===== config.mk =====
export PLATFORM = sky130hd
export DESIGN_NAME = bin_to_bcd_seq
export DESIGN_NICKNAME = d
export VERILOG_FILES = /design/src/rtl/bin_to_bcd_seq.sv
export SDC_FILE = /design/constraint.sdc
export NUM_CORES = 1
export LEC_CHECK = 0
export ABC_CLOCK_PERIOD_IN_PS = 3300
export CAP_MARGIN = 20
export CORE_UTILIZATION = 45
export CTS_CLUSTER_SIZE = 16
export DETAILED_ROUTE_END_ITERATION = 8
export DONT_BUFFER_PORTS = 1
export GPL_ROUTABILITY_DRIVEN = 0
export HOLD_SLACK_MARGIN = 0.06
export PLACE_DENSITY = 0.67
export SYNTH_ARGS = -nofsm -noshare
export SYNTH_HDL_FRONTEND = slang
export SYNTH_SLANG_ARGS = --single-unit

===== constraint.sdc =====
create_clock -name clk -period 3.3 [get_ports clk]
set_input_delay 0.33 -clock clk [delete_from_list [all_inputs] [get_ports clk]]
set_output_delay 0.33 -clock clk [all_outputs]
set_load 0.01 [all_outputs]

===== src/rtl/bin_to_bcd_seq.sv =====
// bin_to_bcd_seq: sequential signed binary-to-BCD converter (double-dabble).
// Accepts a two's-complement value, converts its magnitude to DIGITS BCD
// digits over WIDTH shift cycles, optionally blanks leading zeros, and holds
// the result with a valid/ready handshake. The sign is reported separately.
module bin_to_bcd_seq #(
   parameter int WIDTH  = 16,
   parameter int DIGITS = 5
) (
   input  logic                  clk,
   input  logic                  rst,
   input  logic                  in_valid,
   output logic                  in_ready,
   input  logic [WIDTH-1:0]      in_value,
   input  logic                  blank_lz,
   output logic                  out_valid,
   input  logic                  out_ready,
   output logic [4*DIGITS-1:0]   out_digits,
   output logic                  out_neg
);

   localparam int BW = 4 * DIGITS;
   localparam int CW = $clog2(WIDTH + 1);

   typedef enum logic [1:0] {
      IDLE  = 2'd0,
      SHIFT = 2'd1,
      BLANK = 2'd2,
      DONE  = 2'd3
   } state_t;

   state_t          state_r;
   logic [WIDTH-1:0] mag_r;
   logic [BW-1:0]    bcd_r;
   logic [CW-1:0]    cnt_r;
   logic             blank_r;
   logic             neg_r;

   logic [BW-1:0]    bcd_adj_s;
   logic [BW-1:0]    blanked_s;
   logic [WIDTH-1:0] mag_in_s;
   logic             lz_s;

   // Double-dabble correction: a digit of 5..9 gets 3 added so the
   // following left shift carries correctly into the next decade.
   function automatic logic [3:0] add3(input logic [3:0] d);
      logic [3:0] r;
      if (d >= 4'd5) begin
         r = d + 4'd3;
      end else begin
         r = d;
      end
      return r;
   endfunction

   // Magnitude of the incoming value; the most negative value maps to
   // 2^(WIDTH-1), which still fits in WIDTH unsigned bits.
   always_comb begin
      mag_in_s = in_value;
      if (in_value[WIDTH-1]) begin
         mag_in_s = (~in_value) + {{(WIDTH-1){1'b0}}, 1'b1};
      end else begin
         mag_in_s = in_value;
      end
   end

   // Per-digit add-3 applied to the whole BCD register before each shift.
   always_comb begin
      bcd_adj_s = '0;
      for (int i = 0; i < DIGITS; i++) begin
         bcd_adj_s[4*i +: 4] = add3(bcd_r[4*i +: 4]);
      end
   end

   // Leading-zero blanking: walk from the top digit down, turning zeros into
   // 4'hF until the first nonzero digit; digit 0 always stays visible.
   always_comb begin
      blanked_s = bcd_r;
      lz_s      = blank_r;
      for (int i = DIGITS - 1; i >= 1; i--) begin
         if (lz_s && (bcd_r[4*i +: 4] == 4'd0)) begin
            blanked_s[4*i +: 4] = 4'hF;
         end else begin
            lz_s = 1'b0;
         end
      end
   end

   // Control FSM with datapath registers and registered handshake outputs.
   always_ff @(posedge clk) begin
      if (rst) begin
         state_r    <= IDLE;
         in_ready   <= 1'b1;
         out_valid  <= 1'b0;
         out_digits <= '0;
         out_neg    <= 1'b0;
         mag_r      <= '0;
         bcd_r      <= '0;
         cnt_r      <= '0;
         blank_r    <= 1'b0;
         neg_r      <= 1'b0;
      end else begin
         case (state_r)
            IDLE: begin
               if (in_valid) begin
                  neg_r    <= in_value[WIDTH-1];
                  mag_r    <= mag_in_s;
                  blank_r  <= blank_lz;
                  bcd_r    <= '0;
                  cnt_r    <= CW'(WIDTH);
                  in_ready <= 1'b0;
                  state_r  <= SHIFT;
               end else begin
                  state_r  <= IDLE;
               end
            end
            SHIFT: begin
               bcd_r <= {bcd_adj_s[BW-2:0], mag_r[WIDTH-1]};
               mag_r <= {mag_r[WIDTH-2:0], 1'b0};
               cnt_r <= cnt_r - CW'(1);
               if (cnt_r == CW'(1)) begin
                  state_r <= BLANK;
               end else begin
                  state_r <= SHIFT;
               end
            end
            BLANK: begin
               out_digits <= blanked_s;
               out_neg    <= neg_r;
               out_valid  <= 1'b1;
               state_r    <= DONE;
            end
            DONE: begin
               if (out_ready) begin
                  out_valid <= 1'b0;
                  in_ready  <= 1'b1;
                  state_r   <= IDLE;
               end else begin
                  state_r   <= DONE;
               end
            end
            default: begin
               state_r   <= IDLE;
               in_ready  <= 1'b1;
               out_valid <= 1'b0;
            end
         endcase
      end
   end

endmodule


==> out/metrics.cfg <==
[timing]
setup_ws_ns=0.906
worst_pin_slew_ns=0.833
final_hold_viol_count=0
finalCriticalPeriod_ns=2.39
fin_crit_sh_pct=72.6
rsz0062_at_grt=false
finalSetupViolCount=0
slew_viol_final=0
fmax_mhz=418
slew_headroom_pct=44.5
setup_tns_ns=0
fin_skew_ns=0.0101

[die]
die_w_um=87.8
fp.dieH_um=87.8
die-area_um2=7720
core_area_um2=6940
ios=44
placementRows=30
initial_core_util_pct=47.7

[power]
swShare_pct=26.5
sequentialPowerShare_pct=51.9
p_leak_nw=1.28
total_power_mw=1.72
ir_drop_uv=195
p_int_mw=1.26
switching_power_uw=456
power_density_nw_per_um2=480
clockPowerShare_pct=36.0
combPwrFrac_pct=12.0

[synthesis]
netlist_instances=397
ys.flop_type=dfxtp_1
syn_nets=435
synth-seq-cells=68
synth_area_leaders=dfxtp_1, ha_1, a21oi_1
async_flop_share_pct=0
synth-edff-count=0
avgSynthCellArea_um2=8.35
synth_top_area_share_pct=41.1
synth-warning-count=0
synth_cell_type_count=44
yosysSeqAreaShare_pct=41.1
synth.cell_area_um2=3320
synth_top_area_cell=dfxtp_1

[global_routing]
grt_pass1_vias=2667
busiest_layer=met2
grt_max_degree=45
grt_usage_pct=20.8
grt_antenna_before_repair=0
grtUsageMet2_pct=33.1
grt-ovfl-total=0
grt_pass1_wl_mm=12.3
grt_use_met1_pct=26.8
grtUsageMet3_pct=5.37

[cells_and_area]
syn_to_final_growth_pct=8.00
fin_area_um2=3580
n_fill_cell=665
drive_gt1_share_pct=9.14
mostFrequentLayoutCell=dfxtp_1
nets=429
layout_common_cells=dfxtp_1, nand2_1, a21oi_1
antenna_cells=0

[clocking]
post_cts_buffers=0
hold_buffers=1
clk_pin_slew_ns=0.07
cts_num_sinks=68
cts_tree=built
cts_buffers=9
cts_resized=0
htreeDepth=3
clock_latency_ns=0.34
root_buffer=clkbuf_8
clockBufferDepth=2

[hold_path]
worstHoldStart=rst
min_to=mag_r[11]
hold_class=in2reg
hold-path-cell-count=1

[worst_setup_path]
cp.required_ns=3.58
reg2reg_slack_ns=0.91
critPathBufInv=1
max_stage_delay_ns=0.64
slowest_stage=nor4bb_1
worstPathArrival_ns=2.68
start_kind=flop
crit_chain=inv_1 -> ha_1 -> nor4bb_1 -> and3_1 -> nand3_1 -> o21ai_0 -> o221a_2
rr_startpoint=bcd_r[16]
cp-end-kind=flop
worstReg2RegEnd=out_digits[7]
cp_max_fo=5
r2r_cells=7
crit_type=reg2reg
path_delay_family=simple AND/OR/NAND/NOR gates

[flow_run]
cap_violations=0

[placement]
io_buffers=0
place_area_um2=3390
dpl.hpwl_mm=4.91
place_ws_ns=0.960

[detailed_routing]
vias_per_cell=5.63
drt_pass1_iterations=4
drt_iter0_drc=156
antenna_left=0
avgRoutedWirePerCell_um=14.9
num_vias=2758
wl_mm=7.32
route.detailed.drc=0

[run_status]
outcome=completed

==> how the worst max path moves through the flow <==
stage | slack, ns | depth (start not counted) | startpoint | end
2_1_floorplan | 1.12 | 5 | in_value[6] | mag_r[15]
3_3_place_gp | 1.06 | 7 | bcd_r[16] | out_digits[7]
3_5_place_dp | 0.96 | 7 | bcd_r[16] | out_digits[7]
4_1_cts | 0.95 | 7 | bcd_r[16] | out_digits[7]
5_1_grt | 0.77 | 7 | bcd_r[16] | out_digits[5]
6_report | 0.91 | 7 | bcd_r[16] | out_digits[7]
==> through the flow <==
step,hold WS (ns),std cells,util (%)
floorplan,0.431,397,-
global placement,0.403,475,48.8
detailed placement,0.405,475,48.8
CTS,0.0880,490,51.6
global route,0.0729,490,51.6
finish,0.104,490,51.6
==> worst reg2reg max path: cells and delay by family (launching register included) <==
family / cells / cell delay, ns
fa+ha+maj: 1 / 0.14
buf+inv: 1 / 0.10
simple gates: 3 / 1.05
compound gates: 2 / 0.68
flops: 1 / 0.36
==> cell usage after synthesis (all sizes together) (7+ instances only) <==
cell and number:
dfxtp 68, nand2 40, a21oi 39, nor2 30
o21ai 27, clkbuf 21, inv 18, nand3 18
a22oi 17, ha 17, nand2b 12, xnor2 11
nor3 10, o221a 8, xor2 7
==> flip-flops by register name (all words and copies together), names as in the netlist <==
register and count:
bcd_r 20, in_ready 1, cnt_r 5, blank_r 1, mag_r 16, neg_r 1
out_valid 1, out_digits 20, out_neg 1, state_r 2
==> per-layer routing <==
metal  wire [um]  share of wire (%)  vias up
met3         385                5.3        9
met5           0                  0        -
li1            -                  -     1399
met1        3470                 47     1280
met2        3350                 46       70
met4         113                1.5        0
==> power groups by stage <==
stage	registers, mW	clock network [mW]	logic (mW)
floorplan	0.903	0	0.161
detailed placement	0.911	0	0.198
global placement	0.909	0	0.194
finish	0.893	0.619	0.207
global route	0.897	0.675	0.234
CTS	0.892	0.636	0.210
==> cell type report <==
cell class | instances | area, um2 | share of cell area, %
Inverter | 18 | 67.6 | 1.89
Sequential cell | 68 | 1360 | 38.0
Clock buffer | 12 | 165 | 4.61
Multi-Input combinational cell | 287 | 1790 | 50.0
Clock inverter | 2 | 10.0 | 0.280
Tap cell | 96 | 120 | 3.35
Timing Repair Buffer | 7 | 65.1 | 1.82
==> cell families (layout without fill, tap and decap cells) <==
kind of cell	Yosys count	count (layout)	synth area share, %
mux	4	4	1.21
buf+inv	42	39	4.98
fa+ha+maj	17	17	6.41
simple gates	130	130	18.9
flops	68	68	41.1
xor+xnor	18	18	4.75
compound gates	118	118	22.7
(Power assumes the default switching activity.)
